[src/rtl/pwm_pkg.sv]
// pwm_pkg: shared widths, index and per-channel config types for the PWM block
package pwm_pkg;
  localparam int CNT_W_DEF = 8;
  typedef logic [CNT_W_DEF-1:0] cnt_t;
  typedef logic [3:0] ch_idx_t;
  typedef struct packed {
    cnt_t duty;
    cnt_t phase;
  } ch_cfg_t;
endpackage

[src/rtl/pwm_channel.sv]
// pwm_channel: shadow/active duty+phase, phase-relative compare and output register
// PWM_COMPL_EN adds a dead-timed complementary output pwm_out_n
module pwm_channel
  import pwm_pkg::*;
#(
  parameter int CNT_W = CNT_W_DEF
`ifdef PWM_COMPL_EN
  , parameter int DEADTIME = 2
`endif
) (
  input  logic             clk,
  input  logic             rst,
  input  logic             en,
  input  logic [CNT_W-1:0] cnt,
  input  logic [CNT_W-1:0] period_act,
  input  logic             commit,
  input  logic             wr_en,
  input  logic [CNT_W-1:0] wr_duty,
  input  logic [CNT_W-1:0] wr_phase,
`ifdef PWM_COMPL_EN
  output logic             pwm_out_n,
`endif
  output logic             pwm_out
);
  typedef struct packed {
    logic [CNT_W-1:0] duty;
    logic [CNT_W-1:0] phase;
  } cfg_t;
  cfg_t shadow, shadow_nxt, active;
  logic [CNT_W-1:0] ph, rel;
  logic hit;
  // Commit takes the same-cycle write so a write while disabled is live on en rising
  always_comb begin
    shadow_nxt = wr_en ? {wr_duty, wr_phase} : shadow;
    ph = active.phase > period_act ? '0 : active.phase;
    rel = cnt >= ph ? cnt - ph : cnt + period_act + CNT_W'(1) - ph;
    hit = en && rel < active.duty;
  end
  always_ff @(posedge clk) begin
    if (rst) begin
      shadow <= '0;
      active <= '0;
    end else begin
      shadow <= shadow_nxt;
      active <= commit ? shadow_nxt : active;
    end
  end
`ifdef PWM_COMPL_EN
  localparam int DW = $clog2(DEADTIME + 2);
  logic raw, run;
  logic [DW-1:0] held;
  // held counts cycles raw has kept its level, saturating at DEADTIME
  always_ff @(posedge clk) begin
    if (rst) begin
      raw <= 1'b0;
      run <= 1'b0;
      held <= '0;
    end else begin
      raw <= hit;
      run <= en;
      held <= (!en || hit != raw) ? '0 : held == DW'(DEADTIME) ? held : held + DW'(1);
    end
  end
  assign pwm_out = raw && held == DW'(DEADTIME);
  assign pwm_out_n = run && !raw && held == DW'(DEADTIME);
`else
  always_ff @(posedge clk) pwm_out <= rst ? 1'b0 : hit;
`endif
endmodule

[src/rtl/pwm_multichannel.sv]
// pwm_multichannel: N-channel single-clock PWM with shadowed duty/phase committed at frame wrap
// PWM_COMPL_EN adds dead-timed complementary outputs pwm_out_n
module pwm_multichannel
  import pwm_pkg::*;
#(
  parameter int N_CH = 4,
  parameter int CNT_W = CNT_W_DEF,
  parameter int DEADTIME = 2,
  localparam int CH_W = N_CH > 1 ? $clog2(N_CH) : 1
) (
  input  logic             clkCore,
  input  logic             reset,
  input  logic             en,
  input  logic [CNT_W-1:0] period,
  input  logic             wr_valid,
  output logic             wr_ready,
  input  logic [CH_W-1:0]  wr_ch,
  input  logic [CNT_W-1:0] wr_duty,
  input  logic [CNT_W-1:0] wr_phase,
  output logic [N_CH-1:0]  pwm_out,
`ifdef PWM_COMPL_EN
  output logic [N_CH-1:0]  pwm_out_n,
`endif
  output logic             frame_start,
  output logic [CNT_W-1:0] cnt
);
  if (N_CH < 1 || N_CH > 16 || DEADTIME < 0) begin : g_bad_cfg
    $error("pwm_multichannel: N_CH must be 1..16 and DEADTIME non-negative");
  end
  logic [CNT_W-1:0] period_act;
  logic wrap, commit, wr_acc;
  // While disabled every cycle commits, so shadows pass straight to active
  assign wrap = cnt == period_act;
  assign commit = !en || wrap;
  assign wr_ready = !reset && !(en && wrap);
  assign wr_acc = wr_valid && wr_ready;
  always_ff @(posedge clkCore) begin
    if (reset) begin
      cnt <= '0;
      period_act <= '0;
      frame_start <= 1'b0;
    end else begin
      cnt <= (en && !wrap) ? cnt + CNT_W'(1) : '0;
      period_act <= commit ? period : period_act;
      frame_start <= en && cnt == '0;
    end
  end
  for (genvar i = 0; i < N_CH; i++) begin : g_ch
    pwm_channel #(
      .CNT_W(CNT_W)
`ifdef PWM_COMPL_EN
      , .DEADTIME(DEADTIME)
`endif
    ) u_ch (
      .clk(clkCore),
      .rst(reset),
      .en(en),
      .cnt(cnt),
      .period_act(period_act),
      .commit(commit),
      .wr_en(wr_acc && wr_ch == CH_W'(i)),
      .wr_duty(wr_duty),
      .wr_phase(wr_phase),
`ifdef PWM_COMPL_EN
      .pwm_out_n(pwm_out_n[i]),
`endif
      .pwm_out(pwm_out[i])
    );
  end
endmodule

[config.mk]
export PLATFORM = sky130hd
export DESIGN_NAME = pwm_multichannel
export DESIGN_NICKNAME = d
export VERILOG_FILES = /design/src/rtl/pwm_pkg.sv /design/src/rtl/pwm_channel.sv /design/src/rtl/pwm_multichannel.sv
export SDC_FILE = /design/constraint.sdc
export NUM_CORES = 1
export LEC_CHECK = 0
export ABC_AREA = 0
export CAP_MARGIN = 10
export CORE_MARGIN = 2
export CORE_UTILIZATION = 55
export CTS_CLUSTER_DIAMETER = 30
export DETAILED_ROUTE_END_ITERATION = 8
export PLACE_DENSITY = 0.74
export SETUP_SLACK_MARGIN = 0.5
export SYNTH_ARGS = -nofsm -noshare
export SYNTH_HDL_FRONTEND = slang
export SYNTH_SLANG_ARGS = --single-unit
[constraint.sdc]
create_clock -name clkCore -period 6.1 [get_ports clkCore]
set_input_delay 0.61 -clock clkCore [delete_from_list [all_inputs] [get_ports clkCore]]
set_output_delay 0.61 -clock clkCore [all_outputs]
set_load 0.1 [all_outputs]
==> results of run 1 <==
-- tightest hold or removal path: stages, from the launching register on --
cell and delay, ns:
dfxtp_1 0.31, nand2_2 0.06, a21oi_2 0.05
-- per-layer routing --
layer / vias up / GRT usage
met2: 206 / 0.4428
met5: - / 0
li1: 3827 / -
met3: 31 / 0.03852
met1: 3679 / 0.3829
met4: 0 / 0.07274
-- cell usage after synthesis (all sizes together), types with 2 or more instances --
cell type    n
nand3b       3
ha         129
nor2b       19
nand3       18
inv         69
xnor2       34
mux2i       53
and4         8
nand4        7
o21a         6
xor2        16
o32ai        2
a22o         2
and2         6
a221o        4
o2111ai      2
nand2      104
nor3        10
o31ai        2
nand2b      15
fa           9
and3         9
a21oi       74
mux2         5
clkbuf      22
a21o        27
o22a        32
a2bb2oi     32
nor4         2
xnor3        4
a2111o       4
o21ai       41
buf         14
a211oi       4
a221oi       4
a31oi        6
dfxtp      149
o211ai       2
or3          7
nor2        85
a211o        4
-- final timing paths --
check	endpoint	slack, ns	depth (start not counted)
setup reg to reg	g_ch[3].u_ch.pwm_out$_SDFF_PP0_	1.12	18
hold / removal	g_ch[0].u_ch.shadow[6]$_SDFF_PP0_	0.46	2
setup / recovery	g_ch[3].u_ch.pwm_out$_SDFF_PP0_	1.12	18
hold reg to reg	g_ch[0].u_ch.shadow[6]$_SDFF_PP0_	0.46	2
-- power breakdown --
group	internal, mW	leakage, nW	switching [mW]	total, mW
Sequential	1.04	1.22	0.0457	1.09
Clock	0.575	0.277	0.448	1.02
Combinational	0.735	3.44	0.952	1.69
Total	2.35	4.93	1.44	3.80
-- kinds of logic after synthesis --
| family | synth area share |
|---|---|
| buffers and inverters | 0.05483 |
| adders and majority gates | 0.1850 |
| DFF | 0.3076 |
| AOI/OAI and AO/OA | 0.1926 |
| and+or+nand+nor | 0.1450 |
| xor gates and xnor gates | 0.05444 |
| muxes | 0.06051 |
-- final cells by class --
| cell class | count | area share |
|---|---|---|
| clock buffer | 18 | 0.03987 |
| clock inverter | 14 | 0.01325 |
| inverter | 69 | 0.02406 |
| multi-input combinational | 799 | 0.5751 |
| sequential | 149 | 0.2771 |
| tap | 225 | 0.02615 |
| timing repair buffer | 50 | 0.04440 |
-- sequential cells by signal (all words and copies together) (netlist names) --
register	flops
cnt	8
g_ch.u_ch.shadow	64
g_ch.u_ch.pwm_out	4
g_ch.u_ch.active	64
frame_start	1
period_act	8
-- stage by stage --
stage	worst slack [ns]	hold WS, ns	cell area [um^2]	total power [mW]	util
floorplan	1.199	0.4353	9698	2.422	-
global placement	1.173	0.4454	10190	2.724	0.5893
detailed placement	1.171	0.4556	10190	2.771	0.5893
CTS	1.134	0.4653	10760	3.800	0.6223
global route	0.8750	0.4808	10760	4.051	0.6223
finish	1.121	0.4637	10760	3.798	0.6223
==> impl_metrics.yaml, run 1 <==
outcome:
  status: "complete, no violations"
final_layout:
  drive_gt1_frac: 0.05914
  mostFrequentLayoutCells: "149 x dfxtp_1, 129 x ha_1, 102 x nand2_1, 84 x nor2_1, 69 x inv_1"
  nNetsFinal: 1254
  multi_input_area_um2: 6191
  final_common_cell: "dfxtp_1"
  seq_area_um2: 2983
  diodes: 0
  fillers: 1477
  areaGrowthSynthToFinish_pct: 10.99
  finalNonFillerCells: 1324
routing:
  drtIter0Drc: 575
  final_antenna_net_count: 0
  drt_pass1_iterations: 5
  vias: 7743
  via_per_inst: 5.848
  wl_per_cell_um: 18.59
  wl_met3_um: 1185
  wirelength_um: 24610
  drcViolationCount: 0
  wl_met1_um: 11840
  top_layer_used: "met4"
  met2_length_um: 11170
global_routing:
  grt_usage: 0.2734
  antenna_found_initial: 0
  grt_pass1_vias: 7308
  grt_pass1_wl_um: 38930
  grt_start_max_net_pins: 66
  overflow: 0
logic_synthesis:
  synth_area_um2: 9698
  yosys.area.top_type_share: 0.3076
  syn_area_per_cell_um2: 9.210
  synth_flop_cell: "dfxtp_1"
  synth-edff-count: 0
  synth.distinct_cells: 61
  async_reset_ff_frac: 0
  ys_warn_count: 0
  synthesis.nets: 1221
  synth_area_leaders: "dfxtp_1 31%, ha_1 17%, mux2i_1 5.5%"
  syn_inst: 1053
  synth-seq-cells: 149
  yosysTopAreaCell: "dfxtp_1"
  synth.yosys.seq_area_share: 0.3076
sta:
  grt_setup_unrepaired: "no"
  hold_violations: 0
  setup_viol: 0
  finalCritPeriodShare: 0.8162
  fin_crit_ns: 4.979
  clock_skew_ns: 0.008868
  max_slew_margin: 0.2962
  fin_tns_setup_ns: 0
  finalMaxSlewViolations: 0
  worstMarginPinSlew_ns: 1.052
  fmax_mhz: 200.8
floorplan:
  num_rows: 48
  die_width_um: 136.8
  core-area_um2: 17300
  start_util: 0.5607
  die_h_um: 136.8
  ios: 44
  dieArea_um2: 18710
worst_setup_path:
  critPathCaptureType: "flip-flop"
  slowest_delay_ns: 0.51
  crit_buf_inv: 2
  critPathLaunchType: "flip-flop"
  path_class: "flip-flop to flip-flop"
  cp_cell_sequence: "inv_1 > ha_1 > nor2b_1 > o211ai_1 > a21oi_1 > o32ai_2 > and2_1 > ha_1 > inv_1 > fa_1 > a21o_1 > a211o_1 > a221oi_4 > mux2i_1 > ha_1 > and3_1 > a2111o_1 > a31oi_1"
  slowest_stage: "o32ai_2"
  cp.arrival_ns: 5.33
  cp_data_required_time_ns: 6.45
  critPathMostFrequentCell: "ha_1"
  reg2reg_from: "period_act[1]$_SDFFE_PP0P_"
  path_delay_family: "compound AO/OA/AOI/OAI gates"
  crit_start: "period_act[1]$_SDFFE_PP0P_"
  worst-path-max-fanout: 8
clocking:
  cts.hold.buffers_added: 0
  clk_pin_slew_ns: 0.07
  cts_buffer_depth: 2
  cts_tree: "yes"
  htreeDepth: 4
  cts_setup_buffers: 0
  cts.sinks: 149
  numCtsBuffers: 17
  clk_latency_ns: 0.43
  postCtsResizedCells: 0
  cts_root_buf: "clkbuf_16"
placement:
  port_buffers: 43
  dp_cells: 1292
  place_congestion: 0.9488
  dpl.hpwl_um: 18350
power:
  leakagePower_nw: 4.934
  irDropWorstVdd_mv: 0.3210
  power.density_nw_per_um2: 352.9
min_path:
  min_path_type: "flip-flop to flip-flop"
  min-delay-start: "g_ch[0].u_ch.shadow[6]$_SDFF_PP0_"
flow_run:
  drv_cap: 0
Power figures use the tool's default switching activity.
==> run 2: changes to the inputs <==
Settings changed: PLACE_DENSITY 0.74 to 0.76.
Clock period 6.1 ns to 4.28 ns, I/O delays scaled along.
==> run 2 against run 1 <==
Net effect:
- the flow now finishes with violations (setup timing)
- final cell count rose by 4.2%
- largest cell class unchanged
- non-clock buffer count increased by 56
- combinational power grew 65%
- sequential power rose by 42%
- worst setup slack worse by 1.2 ns
- first-iteration DRC count rose by 21%
- global-route usage rose by 1.2 points
- clock power grew 55%
- core utilization grew 5.6 points
==> impl_metrics.yaml, run 2 (synthesis gave the netlist of run 1 again) <==
routing:
  wl_met1_um: 12210
  final_antenna_net_count: 0
  via_per_inst: 5.928
  top_layer_used: "met5"
  drt_pass1_iterations: 9
  drcViolationCount: 0
  vias: 8181
  met2_length_um: 12360
  wl_per_cell_um: 19.28
  wirelength_um: 26600
  wl_met3_um: 1278
  drtIter0Drc: 698
clocking:
  htreeDepth: 4
  clk_latency_ns: 0.43
  cts_root_buf: "clkbuf_16"
  numCtsBuffers: 17
  cts_buffer_depth: 2
  cts_tree: "yes"
  cts.sinks: 149
  clk_pin_slew_ns: 0.06
  cts.hold.buffers_added: 0
sta:
  fmax_mhz: 227.1
  fin_crit_ns: 4.404
  timing.final.ws_setup_ns: -0.1240
  clock_skew_ns: 0.008697
  finalMaxSlewViolations: 0
  finalCritPeriodShare: 1.029
  max_slew_margin: 0.2673
  worstMarginPinSlew_ns: 1.096
  setup_viol: 4
  grt_setup_unrepaired: "yes"
  fin_tns_setup_ns: -0.3171
  hold_violations: 0
worst_setup_path:
  path_delay_family: "compound AO/OA/AOI/OAI gates"
  critPathLaunchType: "flip-flop"
  critPathMostFrequentCell: "ha_4"
  path_class: "flip-flop to flip-flop"
  cp_cell_sequence: "clkinv_4 > buf_6 > ha_4 > nor2b_4 > o211ai_1 > a21oi_2 > o32ai_4 > and2_4 > ha_4 > inv_2 > fa_2 > a21o_1 > a211o_1 > a221o_1 > nand2_1 > o21ai_1 > ha_1 > and3_4 > a2111o_1 > a31oi_1"
  cp_data_required_time_ns: 4.64
  critPathCaptureType: "flip-flop"
  slowest_stage: "a221o_1"
  crit_buf_inv: 3
  cp.arrival_ns: 4.76
  slowest_delay_ns: 0.44
  rr_worst_depth: 20
  worst-path-max-fanout: 5
  critical_path_cell_count: 20
global_routing:
  grt_usage: 0.2857
  antenna_found_initial: 0
  overflow: 0
  grt_pass1_vias: 7674
  grt_pass1_wl_um: 40710
  grt_start_max_net_pins: 74
power:
  p_total_mw: 5.919
  power.density_nw_per_um2: 504.3
  irDropWorstVdd_mv: 0.3385
  leakagePower_nw: 5.335
placement:
  port_buffers: 43
  place_congestion: 0.9288
  detailed_place.area_um2: 10730
  dpl.hpwl_um: 19020
final_layout:
  final_common_cell: "dfxtp_1"
  nNetsFinal: 1310
  areaGrowthSynthToFinish_pct: 21.03
  mostFrequentLayoutCells: "137 x dfxtp_1, 110 x ha_1, 98 x nand2_1, 83 x nor2_1, 61 x buf_4"
  top_regs: "g_ch.u_ch.active (64), g_ch.u_ch.shadow (64)"
  diodes: 0
  fin_area_um2: 11740
  drive_gt1_frac: 0.1810
floorplan:
  die_h_um: 136.8
  die_width_um: 136.8
  core-area_um2: 17300
  dieArea_um2: 18710
  ios: 44
  num_rows: 48
  start_util: 0.5607
min_path:
  min_path_type: "flip-flop to flip-flop"
  holdPathStages: 2
outcome:
  violations: "setup timing"
  status: "complete, but fails checks"
flow_run:
  drv_cap: 0
[run 2: changes by cell type in the layout (fill, tap and decap cells not counted), moves of 9 or more]
| cell | before | now |
|---|---|---|
| ha_1 | 129 | 110 |
| inv_1 | 69 | 59 |
| ha_4 | 0 | 19 |
| buf_4 | 7 | 61 |
| dfxtp_1 | 149 | 137 |
| dfxtp_2 | 0 | 9 |
[run 2: stage by stage]
| step | setup slack, ns | cells | hold WS (ns) | utilization |
|---|---|---|---|---|
| global route | -0.2814 | 1380 | 0.4731 | 0.6786 |
| detailed placement | -0.1052 | 1330 | 0.4526 | 0.6204 |
| CTS | -0.03213 | 1372 | 0.4626 | 0.6663 |
| finish | -0.1240 | 1380 | 0.4622 | 0.6786 |
| global placement | 0.04460 | 1330 | 0.4472 | 0.6204 |
| floorplan | 0.04835 | 1053 | 0.4344 | - |
[run 2: power breakdown]
part | switching (mW) | internal [mW]
Sequential | 0.0646 | 1.49
Clock | 0.652 | 0.928
Combinational | 1.48 | 1.30
Total | 2.20 | 3.72
[run 2: final cells by class]
cell class	instances	area (um^2)
Timing Repair Buffer	106	907.1
Clock inverter	13	158.9
Tap cell	225	281.5
Sequential cell	149	3005
Clock buffer	19	464.2
Multi-Input combinational cell	799	6643
Inverter	69	277.8
Fill cell	1354	5559
[run 2: layer usage]
| metal | vias up | global-route usage |
|---|---|---|
| li1 | 3949 | - |
| met1 | 3897 | 0.3954 |
| met2 | 278 | 0.4603 |
| met3 | 55 | 0.03444 |
| met4 | 2 | 0.1008 |
| met5 | - | 0 |
[run 2: repair_timing]
item | 4_1_cts | 5_1_grt
setup endpoints to repair | 4 | 4
buffers inserted | 10 | 8
resized for setup | 26 | 34
pin swaps | 18 | 50
[run 2: worst register-to-register path: cells and delay by family (launching register included)]
family,cells,cell delay [ns]
compound gates,9,2.13
fa+ha+maj,4,0.99
simple gates,4,0.58
flops,1,0.36
buf+inv,3,0.26
[run 2: final timing paths]
kind / startpoint / end / slack, ns
max: period_act[1]$_SDFFE_PP0P_ / g_ch[0].u_ch.pwm_out$_SDFF_PP0_ / -0.12
min reg2reg: g_ch[0].u_ch.shadow[5]$_SDFF_PP0_ / g_ch[0].u_ch.shadow[5]$_SDFF_PP0_ / 0.46
max reg2reg: period_act[1]$_SDFFE_PP0P_ / g_ch[0].u_ch.pwm_out$_SDFF_PP0_ / -0.12
min: g_ch[0].u_ch.shadow[5]$_SDFF_PP0_ / g_ch[0].u_ch.shadow[5]$_SDFF_PP0_ / 0.46
==> variant (settings of run 1) <==
Add a define of `PWM_COMPL_EN`.
--- a/src/rtl/pwm_channel.sv
+++ b/src/rtl/pwm_channel.sv
@@ -1,5 +1,7 @@
 // pwm_channel: shadow/active duty+phase, phase-relative compare and output register
 // PWM_COMPL_EN adds a dead-timed complementary output pwm_out_n
+`define PWM_COMPL_EN
+
 module pwm_channel
   import pwm_pkg::*;
 #(
Check against the original RTL (old outputs only; new: pwm_out_n): not equivalent (a bounded check fails within 4 cycles, from zero or initial values and one cycle with reset high).
==> variant against run 1 <==
Clock skew rose by 3.4 ps. Combinational power up 9%. Power rose by 7.1%. Worst setup slack lost 210 ps. Design area rose by 5.0%. Wire length increased by 7.0%. Sequential cell count grew 9. Synthesized area increased by 4.1%. Critical path type unchanged. Highest routed layer unchanged.
==> variant: results (changes against run 1) <==
port_buffers: 47  # was 43
pg_seq_w: 0.00118  # was 0.00109 W
clock_area_share_pct: 4.994  # was 5.312%
hp-class: "flip-flop to flip-flop"  # unchanged
synthXorXnorAreaFrac_pct: 6.022  # was 5.444%
wl_met3_um: 1669  # was 1185 µm
gp_congestion: 0.9819  # was 0.9488
highest_layer: "met4"  # unchanged
dp_hpwl_um: 19900  # was 18,350 µm
netlist_instances: 1110  # was 1,053
antenna_found_initial: 0  # unchanged
finalNonFillerCells: 1389  # was 1,324
ys_top_cells_by_count: "dfxtp_1 (158), ha_1 (133), nand2_1 (99)"  # was dfxtp_1 (149), ha_1 (129), nand2_1 (102)
critPathArrivalTime_ps: 5550  # was 5330 ps
vias: 8194  # was 7,743
nClkBuffers: 18  # unchanged
drive_above_1_share_pct: 6.466  # was 5.914%
multi_input_cells: 838  # was 799
drtIter0Drc: 603  # was 575
use_met1_pct: 36.84  # was 38.29%
seq_cells: 158  # was 149
grt_pass1_wl_um: 41790  # was 38,930 µm
p_int_w: 0.002505  # was 0.002354 W
status: "complete, no violations"  # unchanged
maxSlewHeadroom_pct: 34.61  # was 29.62%
pre_cts_slack_ps: 851.5  # was 1171 ps
synth_fa_ha_area_share_pct: 18.26  # was 18.50%
grt_usage_pct: 27.44  # was 27.34%
setup_viol: 0  # unchanged
cp_max_fo: 11  # was 8
m1WireLength_um: 11860  # was 11,840 µm
sh_seq_area_pct: 27.99  # was 27.71%
synth.area.mux_share_pct: 6.170  # was 6.051%
synth_compound_area_share_pct: 17.93  # was 19.26%
leakagePower_nw: 5.182  # was 4.934 nW
wl_met2_um: 12030  # was 11,170 µm
fin_skew_ps: 12.26  # was 8.868 ps
seq_area_frac_synth_pct: 31.32  # was 30.76%
use_met3_pct: 5.265  # was 3.852%
avgRoutedWirePerCell_um: 18.95  # was 18.59 µm
clockBufferDepth: 2  # unchanged
num-nonclk-buffers: 61  # was 50
multiInputGateArea_mm2: 0.006449  # was 0.006191 mm²
inverters_excl_clock: 71  # was 69
nFillCells: 1506  # was 1,477
slowest_stage: "fa_1"  # was o32ai_2
pwr-share-clk_pct: 25.5  # was 26.9%
cts_buffers: 17  # unchanged
buf_share_pct: 5.049  # was 4.440%
gr-usage-met2_pct: 43.94  # was 44.28%
grt_pass1_vias: 7884  # was 7,308
vdd_drop_max_uv: 236.8  # was 321.0 µV
mappedNetlistNets: 1282  # was 1,221
grt_max_degree: 65  # was 66
slowest_delay_ps: 400  # was 510 ps
yosys-top-cells-area: "dfxtp_1 (31%), ha_1 (16%), mux2i_1 (5.9%), nand2_1 (3.7%), nor2_1 (3.3%)"  # was dfxtp_1 (31%), ha_1 (17%), mux2i_1 (5.5%), nand2_1 (3.9%), nor2_1 (3.3%)
variant: what timing repair did:
item                                    4_1_cts  5_1_grt
endpoints found under the setup margin        0        4
buffers inserted                              0        0
gates resized for setup                       0        6
variant: through the flow:
stage,util (%),total power (W),hold slack [ps],cell area [µm²]
floorplan,-,0.002557,436.8,10100
global placement,59.52,0.002951,446.9,10690
detailed placement,59.52,0.002988,450.0,10690
CTS,62.67,0.004026,459.2,11260
global route,62.90,0.004357,479.6,11300
finish,62.90,0.004067,457.8,11300
variant: final timing paths:
kind                          startpoint                     end  slack, ps  cells after the start
hold / removal    g_ch[0].u_ch.shadow[8]  g_ch[0].u_ch.shadow[8]        460                      2
hold reg to reg   g_ch[0].u_ch.shadow[8]  g_ch[0].u_ch.shadow[8]        460                      2
setup / recovery           period_act[1]    g_ch[3].u_ch.held[1]        910                     23
setup reg to reg           period_act[1]    g_ch[3].u_ch.held[1]        910                     23
